$ cat src/rtl/fetch_stage_pkg.sv
// Shared pipeline types and constants used by the fetch stage and the decode-stage input.
package fetch_stage_pkg;

   localparam int XLEN = 32;

   typedef enum logic [1:0] {
      REQ  = 2'd0,
      WAIT = 2'd1,
      HOLD = 2'd2,
      DROP = 2'd3
   } fetch_state_t;

   typedef struct packed {
      logic            valid;
      logic [XLEN-1:0] inst;
      logic [XLEN-1:0] pc;
   } fetch_deco_interface;

   localparam logic [XLEN-1:0] INST_NOP = 32'h0000_0000;
   localparam int              PC_STEP  = 4;

endpackage

$ cat src/rtl/fd_hold_buffer.sv
// One-entry buffer that parks a returned instruction and its decode-visible PC while decode stalls.
module fd_hold_buffer #(
   parameter int N = 32
) (
   input  logic         clk,
   input  logic         rst_n,
   input  logic         load,
   input  logic         clear,
   input  logic [N-1:0] inst_in,
   input  logic [N-1:0] pc_in,
   output logic         valid,
   output logic [N-1:0] inst,
   output logic [N-1:0] pc
);

   always_ff @(posedge clk or negedge rst_n) begin
      if (!rst_n) begin
         valid <= 1'b0;
         inst  <= '0;
         pc    <= '0;
      end else if (clear) begin
         valid <= 1'b0;
         inst  <= '0;
         pc    <= '0;
      end else if (load) begin
         valid <= 1'b1;
         inst  <= inst_in;
         pc    <= pc_in;
      end
   end

endmodule

$ cat src/rtl/fetch_stage.sv
// Fetch stage: PC, single-outstanding imem handshake, F/D pipeline register.
// Optional saturating perf counters when FETCH_PERF_CNT_EN is defined.
//
// state | meaning
// REQ   | request pending on imem (imem_req high once out of reset)
// WAIT  | one request outstanding, waiting for imem_rvalid
// HOLD  | response parked in hold buffer while decode stalls
// DROP  | redirected with a response still in flight; discard it
module fetch_stage
   import fetch_stage_pkg::*;
#(
   parameter int           N         = 32,
   parameter logic [N-1:0] RESET_PC  = '0,
   parameter int           PC_OFFSET = 8
) (
   input  logic         clk,
   input  logic         rst_n,
   input  logic         stall_d,
   input  logic         branch_taken,
   input  logic [N-1:0] branch_target,
   output logic         imem_req,
   output logic [N-1:0] imem_addr,
   input  logic         imem_gnt,
   input  logic         imem_rvalid,
   input  logic [N-1:0] imem_rdata,
   output logic         fd_valid,
   output logic [N-1:0] fd_inst,
   output logic [N-1:0] fd_pc
`ifdef FETCH_PERF_CNT_EN
   ,
   output logic [31:0]  perf_fetched,
   output logic [31:0]  perf_stall,
   output logic [15:0]  perf_flush
`endif
);

   fetch_state_t state_q, state_d;
   logic [N-1:0] pc_q;
   logic [N-1:0] req_pc_q;
   logic [N-1:0] target_al;
   logic [N-1:0] rsp_pc;
   logic         grant;
   logic         rsp;
   logic         hold_load;
   logic         hold_clear;
   logic         hold_xfer;
   logic         hold_valid;
   logic [N-1:0] hold_inst;
   logic [N-1:0] hold_pc;
   logic         fd_load_valid;

   assign target_al  = branch_target & ~N'(3);
   assign rsp_pc     = req_pc_q + N'(PC_OFFSET);
   assign grant      = imem_req && imem_gnt && (state_q == REQ);
   assign rsp        = imem_rvalid && (state_q == WAIT);
   assign hold_xfer  = (state_q == HOLD) && !stall_d && !branch_taken;
   assign hold_load  = rsp && stall_d && !branch_taken;
   assign hold_clear = branch_taken || hold_xfer;
   assign imem_addr  = pc_q;

   assign fd_load_valid = !branch_taken &&
                          ((rsp && !stall_d) || (hold_xfer && hold_valid));

   always_comb begin
      state_d = state_q;
      case (state_q)
         REQ:  if (grant) state_d = branch_taken ? DROP : WAIT;
         WAIT: begin
            if (branch_taken)     state_d = imem_rvalid ? REQ : DROP;
            else if (imem_rvalid) state_d = stall_d ? HOLD : REQ;
         end
         HOLD: if (branch_taken || !stall_d) state_d = REQ;
         // The in-flight word retiring here leaves nothing outstanding, so a
         // coincident redirect must not keep waiting for another response.
         DROP: if (imem_rvalid) state_d = REQ;
         default: state_d = REQ;
      endcase
   end

   always_ff @(posedge clk or negedge rst_n) begin
      if (!rst_n) begin
         state_q  <= REQ;
         imem_req <= 1'b0;
         pc_q     <= RESET_PC;
         req_pc_q <= RESET_PC;
         fd_valid <= 1'b0;
         fd_inst  <= '0;
         fd_pc    <= '0;
      end else begin
         state_q  <= state_d;
         imem_req <= (state_d == REQ);

         if (branch_taken)  pc_q <= target_al;
         else if (grant)    pc_q <= pc_q + N'(PC_STEP);
         if (grant)         req_pc_q <= pc_q;

         if (branch_taken) begin
            fd_valid <= 1'b0;
            fd_inst  <= N'(INST_NOP);
         end else if (rsp && !stall_d) begin
            fd_valid <= 1'b1;
            fd_inst  <= imem_rdata;
            fd_pc    <= rsp_pc;
         end else if (hold_xfer) begin
            fd_valid <= hold_valid;
            fd_inst  <= hold_inst;
            fd_pc    <= hold_pc;
         end else if (!stall_d) begin
            fd_valid <= 1'b0;
            fd_inst  <= N'(INST_NOP);
         end
      end
   end

   fd_hold_buffer #(.N(N)) u_hold (
      .clk     (clk),
      .rst_n   (rst_n),
      .load    (hold_load),
      .clear   (hold_clear),
      .inst_in (imem_rdata),
      .pc_in   (rsp_pc),
      .valid   (hold_valid),
      .inst    (hold_inst),
      .pc      (hold_pc)
   );

`ifdef FETCH_PERF_CNT_EN
   always_ff @(posedge clk or negedge rst_n) begin
      if (!rst_n) begin
         perf_fetched <= '0;
         perf_stall   <= '0;
         perf_flush   <= '0;
      end else begin
         if (fd_load_valid && (perf_fetched != '1))     perf_fetched <= perf_fetched + 32'd1;
         if (stall_d && fd_valid && (perf_stall != '1)) perf_stall   <= perf_stall + 32'd1;
         if (branch_taken && (perf_flush != '1))        perf_flush   <= perf_flush + 16'd1;
      end
   end
`else
   logic unused_load_valid;
   assign unused_load_valid = fd_load_valid;
`endif

endmodule
$ cat config.mk
export PLATFORM = sky130hd
export DESIGN_NAME = fetch_stage
export DESIGN_NICKNAME = d
export VERILOG_FILES = /design/src/rtl/fetch_stage_pkg.sv /design/src/rtl/fd_hold_buffer.sv /design/src/rtl/fetch_stage.sv
export SDC_FILE = /design/constraint.sdc
export NUM_CORES = 1
export LEC_CHECK = 0
export ABC_AREA = 1
export CORE_ASPECT_RATIO = 1.75
export CORE_MARGIN = 1.5
export CORE_UTILIZATION = 25
export CTS_BUF_LIST = sky130_fd_sc_hd__clkbuf_8
export DETAILED_ROUTE_END_ITERATION = 8
export PLACE_DENSITY_LB_ADDON = 0.05
export SLEW_MARGIN = 10
export SYNTH_ARGS = -nofsm -noshare
export SYNTH_HDL_FRONTEND = slang
export SYNTH_SLANG_ARGS = --single-unit
$ cat constraint.sdc
create_clock -name clk -period 4.55 [get_ports clk]
set_clock_uncertainty 0.2 [all_clocks]
set_input_delay 0.91 -clock clk [delete_from_list [all_inputs] [get_ports clk]]
set_output_delay 0.91 -clock clk [all_outputs]
set_load 0.01 [all_outputs]
==> key figures, run 1 <==
Synth
  • Cells after Synth: between 1000 and 1500
  • EDFF count, synth: 0
  • Top_reg_cell synth: dfrtp_1
  • Number of synthesized register bits: 189
  • Synth cell types: 36
  • Synth top area share: between 50% and 60%
  • Synth top area cells: dfrtp_1 51%, nand2_1 16%, o21ai_0 6.8%
  • Post-synth ARST share: 100%
  • Yosys warns: 0
  • Cell taking the most area after synthesis: dfrtp_1
  • Synth Cell Area: 0.00933 mm^2
  • Sequential area share after synthesis: 50.7%
  • Synthesized area per cell: 7.88 um^2

Routing
  • Routed WL: 30.6 mm
  • Initial drt markers: ~370
  • Drt via density: 4.47
  • Residual DRC: 0
  • Vias: ~8100
  • DR WL/cell: about 17 um
  • DR pass1 iterations: 5
  • Post-route ant nets: 0

Critical path
  • Cell mode on critical path: inv_2
  • CP Capture Point: fd_inst[23]
  • Crit Reg-Reg Endpoint: fd_inst[23]
  • Crit path DAT: 3170 ps
  • Reg2Reg Setup Slack: 1960 ps
  • Crit-path cells: clkdlybuf4s50_1 > inv_2 > nand2_2 > nand2_4 > inv_2 > o21ai_0
  • Critical path fanouts, max: 59
  • Req. time, crit path: between 4000 and 5000 ps
  • Slowest stage delay, CP: 820 ps
  • Start point of the critical path: branch_taken
  • Nature of the critical path endpoint: flop
  • Reg2Reg Depth: 6
  • R2r startpoint: state_q[0]
  • WS Path Type: primary input to flop
  • CP max stage cell: inv_2
  • Critical Path Start Type: primary input

Place
  • Post-Place Setup Slack: 896 ps
  • Final HPWL DP: between 20 and 25 mm
  • Placement-stage cell area: approximately 0.011 mm^2
  • IO buf count: between 150 and 200
  • Placer Congestion: about 0.83

Clock tree
  • CTS max path bufs: 2
  • Clk_lat worst skew: roughly 500 ps
  • Clock transition at the registers of the reported paths: about 100 ps
  • Num CTS Buffers: 17
  • H-Tree Depth: 4
  • CTS tree: built
  • Post-cts sizing count: 0
  • CTS Hold Buffers Added: 0
  • Root buf cell: clkbuf_8
  • Sink Count: between 150 and 200
  • Post-CTS setup buffer count: 0

Cells and area
  • Area Overhead vs Synth: 27.1%
  • Fraction of layout instances using a drive strength above 1: roughly 5.1%
  • Final layout net count: approximately 1400
  • Post-Layout Inst Area: 0.0119 mm^2

STA
  • Final setup TNS: 0 ps
  • Fin. Hold Viols: 0
  • Worst-Margin Slew: ~1100 ps
  • Tmin final: about 3000 ps
  • Max_slew headroom: roughly 27%
  • Setup violations, final: 0
  • Final Max Slew Viols: 0
  • RSZ-0062 raised after global routing: no
  • Fmax: approximately 330 MHz
  • Fin crit share: about two thirds
  • Final Worst Setup Slack: 1520 ps

Pwr
  • Static Leak: 5.21 nW
  • Power per cell area: 468 mW/mm^2
  • Worst vdd ir: between 0.00015 and 0.0002 V

Die
  • Chip height: about 260 um
  • Core ar.: approximately 0.037 mm^2
  • Core Rows: 93
  • Initial Util: 25.4%
  • Die footprint: between 0.03 and 0.04 mm^2
  • Die Wd: 149 um
  • IO Pins: 168

Min path
  • Hold crit path type: primary input to asynchronous set/reset pin

GRT
  • Antenna violations before repair: 1
  • First-pass GRT wire length: slightly below 50 mm
  • Total Routing Usage GR: between 10% and 20%
  • Vias in the first global route: ~8400
  • Total grt overflow: 0
  • Largest net degree at the start of global routing: 80

Job
  • Max-Cap Viols: 0

Run status
  • Status: finished clean
## where the power goes
group	internal [W]	switching (W)	leakage [nW]
logic	0.000770	0.00101	2.47
clock network	0.000668	0.000687	0.240
registers	0.00205	0.000365	2.50
total	0.00348	0.00206	5.21
## area by class of cell
cell class,instances,area (um^2)
Fill cell,4067,24900
Sequential cell,189,4730
Multi-Input combinational cell,836,3910
Timing Repair Buffer,175,1730
Tap cell,475,594
Inverter,110,413
Clock buffer,17,234
Clock inverter,15,234
Antenna cell,1,2.50
## worst max-delay path, delay by kind of cell
family	cells	cell delay (ps)
simple gates	2	520
compound gates	1	230
buf+inv	3	1450
## layout by cell type (no fill, tap or decap), types with 2 or more instances in the layout
master,count
a21oi_1,14
a22o_1,35
a31oi_1,5
buf_4,13
bufinv_16,5
clkbuf_8,18
clkdlybuf4s50_1,160
clkinv_2,3
conb_1,4
dfrtp_1,189
ha_1,2
inv_1,101
inv_2,8
inv_6,3
inv_8,3
nand2_1,390
nand2_2,4
nand3_1,77
nand3b_1,3
nand4_1,4
nor2_1,99
nor2_2,3
nor2_4,3
nor3_1,3
o211ai_1,6
o21ai_0,126
o21ai_1,3
o21bai_1,5
o22ai_1,30
xnor2_1,2
xor2_1,12
## metrics by stage
| step | hold WS (ps) | instances | total power (W) | util [%] |
|---|---|---|---|---|
| 2_1_floorplan | 237 | 1187 | 0.00335 | - |
| 3_3_place_gp | 254 | 1785 | 0.00426 | 31.0 |
| 3_5_place_dp | 260 | 1785 | 0.00428 | 31.0 |
| 4_1_cts | 227 | 1817 | 0.00568 | 32.2 |
| 5_1_grt | 251 | 1818 | 0.00598 | 32.2 |
| 6_report | 220 | 1818 | 0.00555 | 32.2 |
## Yosys cell counts (4+ instances only)
cell type and n:
o21bai_1 5, nand2_1 390, clkbuf_1 14, o22ai_1 30, o211ai_1 6, a21oi_1 14, a22o_1 35, nand3_1 77
buf_4 12, nand2_2 4, buf_2 21, nand4_1 4, xor2_1 12, inv_2 8, inv_1 101, o21ai_0 126
a31oi_1 5, dfrtp_1 189, nor2_1 99
## registers in the layout, summed over array words and instances (netlist names)
| name | flops |
|---|---|
| req_pc_q | 30 |
| fd_inst | 32 |
| fd_pc | 30 |
| u_hold.pc | 30 |
| imem_req | 1 |
| u_hold.inst | 32 |
| imem_addr | 30 |
| state_q | 2 |
| fd_valid | 1 |
| u_hold.valid | 1 |
## worst min-delay path by stage
stage	end	slack (ps)	depth (start not counted)
6_report	u_hold.inst[4]	220	1
5_1_grt	u_hold.inst[4]	250	1
4_1_cts	u_hold.inst[4]	230	1
3_5_place_dp	u_hold.pc[17]	260	2
3_3_place_gp	u_hold.valid	250	2
2_1_floorplan	u_hold.valid	240	2
## per-layer routing
| metal | track usage [%] | share of wire (%) | vias to the layer above |
|---|---|---|---|
| met5 | 0 | 0 | - |
| met4 | 7.07 | 3.0 | 0 |
| met3 | 2.43 | 3.0 | 39 |
| met2 | 30.0 | 53 | 162 |
| met1 | 19.5 | 42 | 3809 |
| li1 | - | - | 4124 |
## cell families after synthesis
kind of cell / Yosys count / synth area share, %
other cells: 1 / 0.0402
compound gates: 226 / 14.4
flops: 189 / 50.7
buf+inv: 162 / 7.45
fa+ha+maj: 2 / 0.268
xor+xnor: 14 / 1.31
simple gates: 590 / 25.8
Power figures use the tool's default switching activity.
==> run 2, diff against run 1 <==
- clock period: 4.55 -> 2.74 ns (I/O delays scaled with it)
==> run 2 against run 1 <==
Clock power grew 42%. Critical path depth down 5. Largest cell class unchanged. Sequential share of layout area down 0.42 points. Global-route usage decreased by 0.22 points. Register-to-register slack worse by 1400 ps. Sequential cell count stayed put.
==> key figures, run 2 (same netlist as run 1, synthesis figures left out) <==
Run status
  • Status: finished clean (unchanged)

Die
  • IO Pins: 168 (unchanged)
  • Initial Util: 25.4% (unchanged)
  • Chip height: 259 um (unchanged)
  • Core Rows: 93 (unchanged)
  • Die Wd: 149 um (unchanged)
  • Core ar.: 0.0368 mm^2 (unchanged)
  • Die footprint: 0.0385 mm^2 (unchanged)

Pwr
  • Switching Fraction: 38.7% (was 37.2%)
  • Static Leak: 5.24 nW (was 5.21 nW)
  • NetSw: 0.00348 W (was 0.00206 W)
  • Power consumption: 0.00898 W (was 0.00555 W)
  • Power per cell area: 749 mW/mm^2 (was 468 mW/mm^2)
  • Clock power frac: 21.4% (was 24.4%)
  • Flop pwr share: 44.8% (was 43.5%)
  • Int Pwr: 0.00550 W (was 0.00348 W)
  • Worst vdd ir: 0.000330 V (was 0.000169 V)
  • Comb power frac: 33.8% (was 32.1%)

GRT
  • Antenna violations before repair: 1 (unchanged)
  • Total Routing Usage GR: 16.5% (was 16.7%)
  • First-pass GRT wire length: 48.3 mm (was 49.1 mm)
  • Largest net degree at the start of global routing: 65 (was 80)
  • Vias in the first global route: 8329 (was 8414)
  • Total grt overflow: 0 (unchanged)

Place
  • Placer Congestion: 0.846 (was 0.833)
  • IO buf count: 161 (unchanged)
  • Placement-stage cell area: 0.0116 mm^2 (was 0.0114 mm^2)
  • Final HPWL DP: 22.5 mm (was 21.9 mm)

Clock tree
  • CTS max path bufs: 2 (unchanged)
  • CTS tree: built (unchanged)
  • H-Tree Depth: 4 (unchanged)
  • Root buf cell: clkbuf_8 (unchanged)
  • Num CTS Buffers: 17 (unchanged)
  • Clock transition at the registers of the reported paths: 100 ps (about the same)
  • Post-CTS setup buffer count: 0 (unchanged)
  • Sink Count: 189 (unchanged)
  • Clk_lat worst skew: 510 ps (about the same)

Critical path
  • Critical path buffer and inverter count: 1 (was 3)
  • Start point of the critical path: imem_addr[9] (was branch_taken)
  • Crit Reg-Reg Endpoint: imem_addr[26] (was fd_inst[23])
  • Nature of the critical path endpoint: output pin (was flop)
  • CP delay by family, top: buffers and inverters (unchanged)
  • Critical Path Start Type: flop (was primary input)
  • Slowest stage delay, CP: 610 ps (was 820 ps)
  • Critical path fanouts, max: 6 (was 59)
  • R2r startpoint: imem_addr[3] (was state_q[0])
  • Reg2Reg Depth: 8 (was 6)
  • Crit-path cells: clkdlybuf4s50_1 (was clkdlybuf4s50_1 > inv_2 > nand2_2 > nand2_4 > inv_2 > o21ai_0)
  • Crit path DAT: 1630 ps (was 3170 ps)
  • Req. time, crit path: 1990 ps (was 4690 ps)
  • Reg2Reg Setup Slack: 600 ps (was 1960 ps)
  • WS Path Type: flop to output pin (was primary input to flop)
  • CP max stage cell: clkdlybuf4s50_1 (was inv_2)

STA
  • Max_slew headroom: 60.5% (was 27.2%)
  • Fin crit share: 86.8%
  • Final hold slack: 284 ps (was 220 ps)
  • Tmin final: ~2400 ps
  • Worst-Margin Slew: 591 ps (was 1090 ps)
  • Final setup TNS: 0 ps (unchanged)
  • Fin. Hold Viols: 0 (unchanged)
  • Final Max Slew Viols: 0 (unchanged)
  • RSZ-0062 raised after global routing: no (unchanged)
  • Fmax: between 400 and 500 MHz
  • Setup violations, final: 0 (unchanged)

Cells and area
  • Commonest non-fill, non-tap cells in the layout: 390 x nand2_1, 189 x dfrtp_1, 160 x clkdlybuf4s50_1 (unchanged)
  • FF/Latch Area: 0.00473 mm^2 (unchanged)
  • Top Registers: fd_inst: 32 flops, u_hold.inst: 32 flops (unchanged)
  • Most common cell after layout, fill and taps aside: nand2_1 (unchanged)
  • Multi-input gate area: 0.00391 mm^2 (unchanged)
  • Area Overhead vs Synth: 28.5% (was 27.1%)
  • Fraction of layout instances using a drive strength above 1: 5.97% (was 5.07%)
  • Fillers: 4034 (was 4067)
  • Final layout net count: 1415 (was 1401)
  • Post-Layout Inst Area: 0.0120 mm^2 (was 0.0119 mm^2)

Routing
  • Initial drt markers: 372 (was 371)
  • Vias: 8163 (was 8134)
  • Residual DRC: 0 (unchanged)
  • Post-route ant nets: 0 (unchanged)
  • DR pass1 iterations: 5 (unchanged)
  • Routed WL: 30.8 mm (was 30.6 mm)
  • DR WL/cell: 16.8 um (about the same)
  • Drt via density: 4.46 (was 4.47)

Min path
  • Hold crit path type: flop to flop (was primary input to asynchronous set/reset pin)
  • Worst Hold End: u_hold.pc[13]
  • Hold Crit Depth: 2
  • Hold Startpoint: u_hold.pc[13]

Job
  • Max-Cap Viols: 0 (unchanged)
[run 2: cell count changes in the layout (fill, tap and decap cells not counted), sizes merged]
cell         delta
buf            +13
bufinv          -4
clkinv          -2
clkinvlp        +6
dlygate4sd3     +1
[run 2: area by class of cell]
class                           count  share of cell area [%]
Antenna cell                        1                  0.0209
Multi-Input combinational cell    836                    32.7
Sequential cell                   189                    39.5
Tap cell                          475                    4.96
Clock buffer                       17                    1.95
Clock inverter                     15                    1.27
Inverter                          110                    3.45
Timing Repair Buffer              189                    16.2
[run 2: repair_timing]
item	4_1_cts	5_1_grt
hold buffers	1	0
resized for setup	0	0
endpoints found under the hold margin	42	0
setup endpoints to repair	0	0
[run 2: metal layers]
layer | share of wire, % | global-route usage [%] | vias to the layer above | wire length [um]
li1 | - | - | 4157 | -
met1 | 41 | 18.6 | 3814 | 12700
met2 | 53 | 30.9 | 161 | 16400
met3 | 3.0 | 2.64 | 31 | 932
met4 | 2.3 | 5.58 | 0 | 693
met5 | 0 | 0 | - | 0
[run 2: power by group through the flow]
stage | Combinational, W | Sequential, W | Clock, W
3_5_place_dp | 0.00310 | 0.00409 | 0
6_report | 0.00304 | 0.00402 | 0.00192
3_3_place_gp | 0.00309 | 0.00409 | 0
5_1_grt | 0.00341 | 0.00414 | 0.00210
4_1_cts | 0.00312 | 0.00404 | 0.00201
2_1_floorplan | 0.00152 | 0.00405 | 0
[run 2: per-stage QoR]
step           setup WS [ps]  utilization (%)  instances
2_1_floorplan            973                -       1187
3_3_place_gp             217             31.5       1798
3_5_place_dp             218             31.5       1798
4_1_cts                  293             32.6       1831
5_1_grt                  264             32.6       1832
6_report                 361             32.6       1832
[run 2: worst max-delay path by stage]
stage                                to  slack, ps  cells after the start
after floorplan           imem_addr[20]        970                      8
after global placement      fd_inst[24]        220                      7
after detailed placement    fd_inst[23]        220                      7
after CTS                  imem_addr[9]        290                      1
after global routing       imem_addr[9]        260                      1
final                      imem_addr[9]        360                      1
==> run 3, diff against run 2 <==
- ABC_AREA: 1 -> unset
- CAP_MARGIN: unset -> 20
- clock period: 2.74 -> 2.75 ns (I/O delays scaled with it)
==> run 3 against run 2 <==
Clock power about the same. Critical path type unchanged. Critical endpoint is now imem_addr[10]. Sequential share of layout area increased by 1.0 points. Die area decreased by 4.6%. Final area decreased by 2.6%. Register-to-register slack got worse by 180 ps. Highest routed layer unchanged. Critical path depth unchanged.
==> key figures, run 3 <==
Run status
  • Status: finished clean (unchanged)

STA
  • Fin. Hold Viols: 0 (unchanged)
  • Fin crit share: 88.2%
  • Final hold slack: 260 ps (was 284 ps)
  • Tmin final: 2430 ps
  • Final Max Slew Viols: 0 (unchanged)
  • Final Worst Setup Slack: 325 ps (was 361 ps)
  • Max_slew headroom: 61.2% (was 60.5%)
  • Setup violations, final: 0 (unchanged)
  • Final setup TNS: 0 ps (unchanged)
  • RSZ-0062 raised after global routing: no (unchanged)
  • Worst-Margin Slew: 582 ps (was 591 ps)
  • Fmax: around 410 MHz

Critical path
  • Critical path fanouts, max: 10 (was 6)
  • Crit-path cells: clkdlybuf4s50_1 (unchanged)
  • WS Path Type: flop to output pin (unchanged)
  • Slowest stage delay, CP: 610 ps (about the same)
  • Critical Path Start Type: flop (unchanged)
  • CP delay by family, top: buffers and inverters (unchanged)
  • CP max stage cell: clkdlybuf4s50_1 (unchanged)
  • Crit path DAT: 1680 ps (was 1630 ps)
  • Req. time, crit path: 2000 ps (was 1990 ps)
  • Nature of the critical path endpoint: output pin (unchanged)
  • Critical path buffer and inverter count: 1 (unchanged)

GRT
  • First-pass GRT wire length: 43.9 mm (was 48.3 mm)
  • Total grt overflow: 0 (unchanged)
  • Met3 GRT Util: 2.67% (was 2.64%)
  • Vias in the first global route: 7218 (was 8329)
  • Total Routing Usage GR: 15.7% (was 16.5%)
  • Met1 Use GR: 18.8% (was 18.6%)
  • Antenna violations before repair: 1 (unchanged)
  • Met2 Resource Use GR: 28.2% (was 30.9%)
  • GR peak layer: met2 (unchanged)
  • Largest net degree at the start of global routing: 61 (was 65)

Synth
  • Cells after Synth: 879 (was 1184)
  • Synth top area share: 53.2% (was 50.7%)
  • Post-synth ARST share: 100% (unchanged)
  • Synth Cell Area: 0.00889 mm^2 (was 0.00933 mm^2)
  • Cell taking the most area after synthesis: dfrtp_1 (unchanged)
  • Synth cell count leaders: 189 x dfrtp_1, 138 x nand2_1, 67 x o21ai_0, 54 x nor2_1, 45 x nor3_1 (was 390 x nand2_1, 189 x dfrtp_1, 126 x o21ai_0, 101 x inv_1, 99 x nor2_1)
  • Yosys warns: 0 (unchanged)
  • Synth top area cells: dfrtp_1 53%, nand2_1 5.8%, a22o_1 4.2% (was dfrtp_1 51%, nand2_1 16%, o21ai_0 6.8%)
  • Number of synthesized register bits: 189 (unchanged)
  • Sequential area share after synthesis: 53.2% (was 50.7%)
  • EDFF count, synth: 0 (unchanged)
  • Top_reg_cell synth: dfrtp_1 (unchanged)
  • Synth cell types: 61 (was 36)
  • Most common cell in the netlist: dfrtp_1 (was nand2_1)
  • Synthesized area per cell: 10.1 um^2 (was 7.88 um^2)

Routing
  • Routed WL: 28.0 mm (was 30.8 mm)
  • Initial drt markers: 221 (was 372)
  • Drt via density: 4.65 (was 4.46)
  • DR pass1 iterations: 5 (unchanged)
  • Residual DRC: 0 (unchanged)
  • DR WL/cell: 18.4 um (was 16.8 um)
  • Vias: 7089 (was 8163)
  • Post-route ant nets: 0 (unchanged)

Pwr
  • Worst vdd ir: 0.000290 V (was 0.000330 V)
  • Static Leak: 4.80 nW (was 5.24 nW)
  • Power per cell area: 736 mW/mm^2 (was 749 mW/mm^2)

Die
  • Die footprint: 0.0367 mm^2 (was 0.0385 mm^2)
  • Die Wd: 146 um (was 149 um)
  • Core Rows: 91 (was 93)
  • Initial Util: 25.3% (was 25.4%)
  • Core ar.: 0.0352 mm^2 (was 0.0368 mm^2)
  • Chip height: 252 um (was 259 um)
  • IO Pins: 168 (unchanged)

Cells and area
  • Util after Layout: 33.2% (was 32.6%)
  • Final layout net count: 1120 (was 1415)
  • Most common cell after layout, fill and taps aside: dfrtp_1 (was nand2_1)
  • Commonest non-fill, non-tap cells in the layout: 189 x dfrtp_1, 158 x clkdlybuf4s50_1, 138 x nand2_1 (was 390 x nand2_1, 189 x dfrtp_1, 160 x clkdlybuf4s50_1)
  • Top Registers: fd_inst: 32 flops, u_hold.inst: 32 flops (unchanged)
  • Fraction of layout instances using a drive strength above 1: 12.4% (was 5.97%)
  • Final cell count without fillers: 1526 (was 1832)
  • Area Overhead vs Synth: 31.3% (was 28.5%)

Clock tree
  • Sink Count: 189 (unchanged)
  • Root buf cell: clkbuf_8 (unchanged)
  • CTS tree: built (unchanged)
  • Clk_lat worst skew: 490 ps (was 510 ps)
  • H-Tree Depth: 4 (unchanged)
  • Post-CTS setup buffer count: 0 (unchanged)
  • Num CTS Buffers: 17 (unchanged)
  • CTS max path bufs: 2 (unchanged)
  • Clock transition at the registers of the reported paths: 100 ps (about the same)

Place
  • Final HPWL DP: 19.8 mm (was 22.5 mm)
  • DP Cell Count: 1493 (was 1798)
  • Placer Congestion: 0.721 (was 0.846)
  • Post-Place Setup Slack: 4.36 ps (was 218 ps)
  • IO buf count: 161 (unchanged)

Job
  • Max-Cap Viols: 0 (unchanged)

Min path
  • Hold crit path type: primary input to flop (was flop to flop)
## run 3: changes by cell type in the layout (fill, tap and decap cells not counted), moves of 29 or more
| cell | previous run | this run |
|---|---|---|
| nand3_1 | 77 | 25 |
| o22ai_1 | 30 | 1 |
| inv_1 | 101 | 14 |
| nand2_1 | 390 | 138 |
| xnor2_1 | 2 | 32 |
| o31ai_1 | 0 | 29 |
| nor2_1 | 99 | 53 |
| o21ai_0 | 126 | 67 |
| nor3_1 | 3 | 45 |
## run 3: cell type report
type / instances / area, um^2
antenna: 1 / 2.50
clock buffer: 19 / 262
clock inverter: 12 / 123
fill: 3597 / 23500
inverter: 13 / 48.8
multi-input combinational: 619 / 3850
sequential: 189 / 4730
tap: 465 / 582
timing repair buffer: 208 / 2070
## run 3: path summary, 6_finish.rpt
kind	startpoint	to	slack, ps	depth (start not counted)
setup reg to reg	state_q[1]	imem_addr[29]	420	6
setup / recovery	imem_addr[10]	imem_addr[10]	320	1
min in group asynchronous	rst_n	fd_inst[26]	420	2
hold / removal	branch_taken	fd_inst[31]	260	2
max in group asynchronous	rst_n	req_pc_q[5]	1140	3
hold reg to reg	u_hold.pc[30]	u_hold.pc[30]	280	2
## run 3: per-stage QoR
stage / total power (W) / instance area, um^2
6_report: 0.00859 / 11700
2_1_floorplan: 0.00536 / 8900
3_5_place_dp: 0.00682 / 11300
4_1_cts: 0.00879 / 11700
5_1_grt: 0.00919 / 11700
3_3_place_gp: 0.00680 / 11300
## run 3: kinds of logic (layout without fill, tap and decap cells)
family | Yosys count | count (layout) | synth area share (%)
simple gates | 336 | 336 | 19.1
compound gates | 196 | 196 | 14.9
flops | 189 | 189 | 53.2
buf+inv | 74 | 252 | 3.76
xor+xnor | 52 | 52 | 5.12
mux | 29 | 29 | 3.60
fa+ha+maj | 2 | 2 | 0.281
other cells | 1 | 5 | 0.0422
## run 3: report_power, final
| part | switching (W) | total, W | internal (W) | leakage, nW |
|---|---|---|---|---|
| Clock | 0.00106 | 0.00190 | 0.000844 | 0.202 |
| Sequential | 0.000569 | 0.00391 | 0.00334 | 2.50 |
| Combinational | 0.00142 | 0.00278 | 0.00136 | 2.09 |
| Total | 0.00304 | 0.00859 | 0.00555 | 4.80 |
## run 3: layer usage
| metal | up-vias | wire length (um) | part of all wire, % |
|---|---|---|---|
| met3 | 20 | 834 | 3.0 |
| met5 | - | 0 | 0 |
| met4 | 0 | 467 | 1.7 |
| li1 | 3457 | - | - |
| met1 | 3438 | 11800 | 42 |
| met2 | 174 | 14900 | 53 |
## run 3: what timing repair did
action / 4_1_cts / 5_1_grt
resized for setup: 0 / 0
endpoints found under the hold margin: 55 / 0
hold buffers: 1 / 0
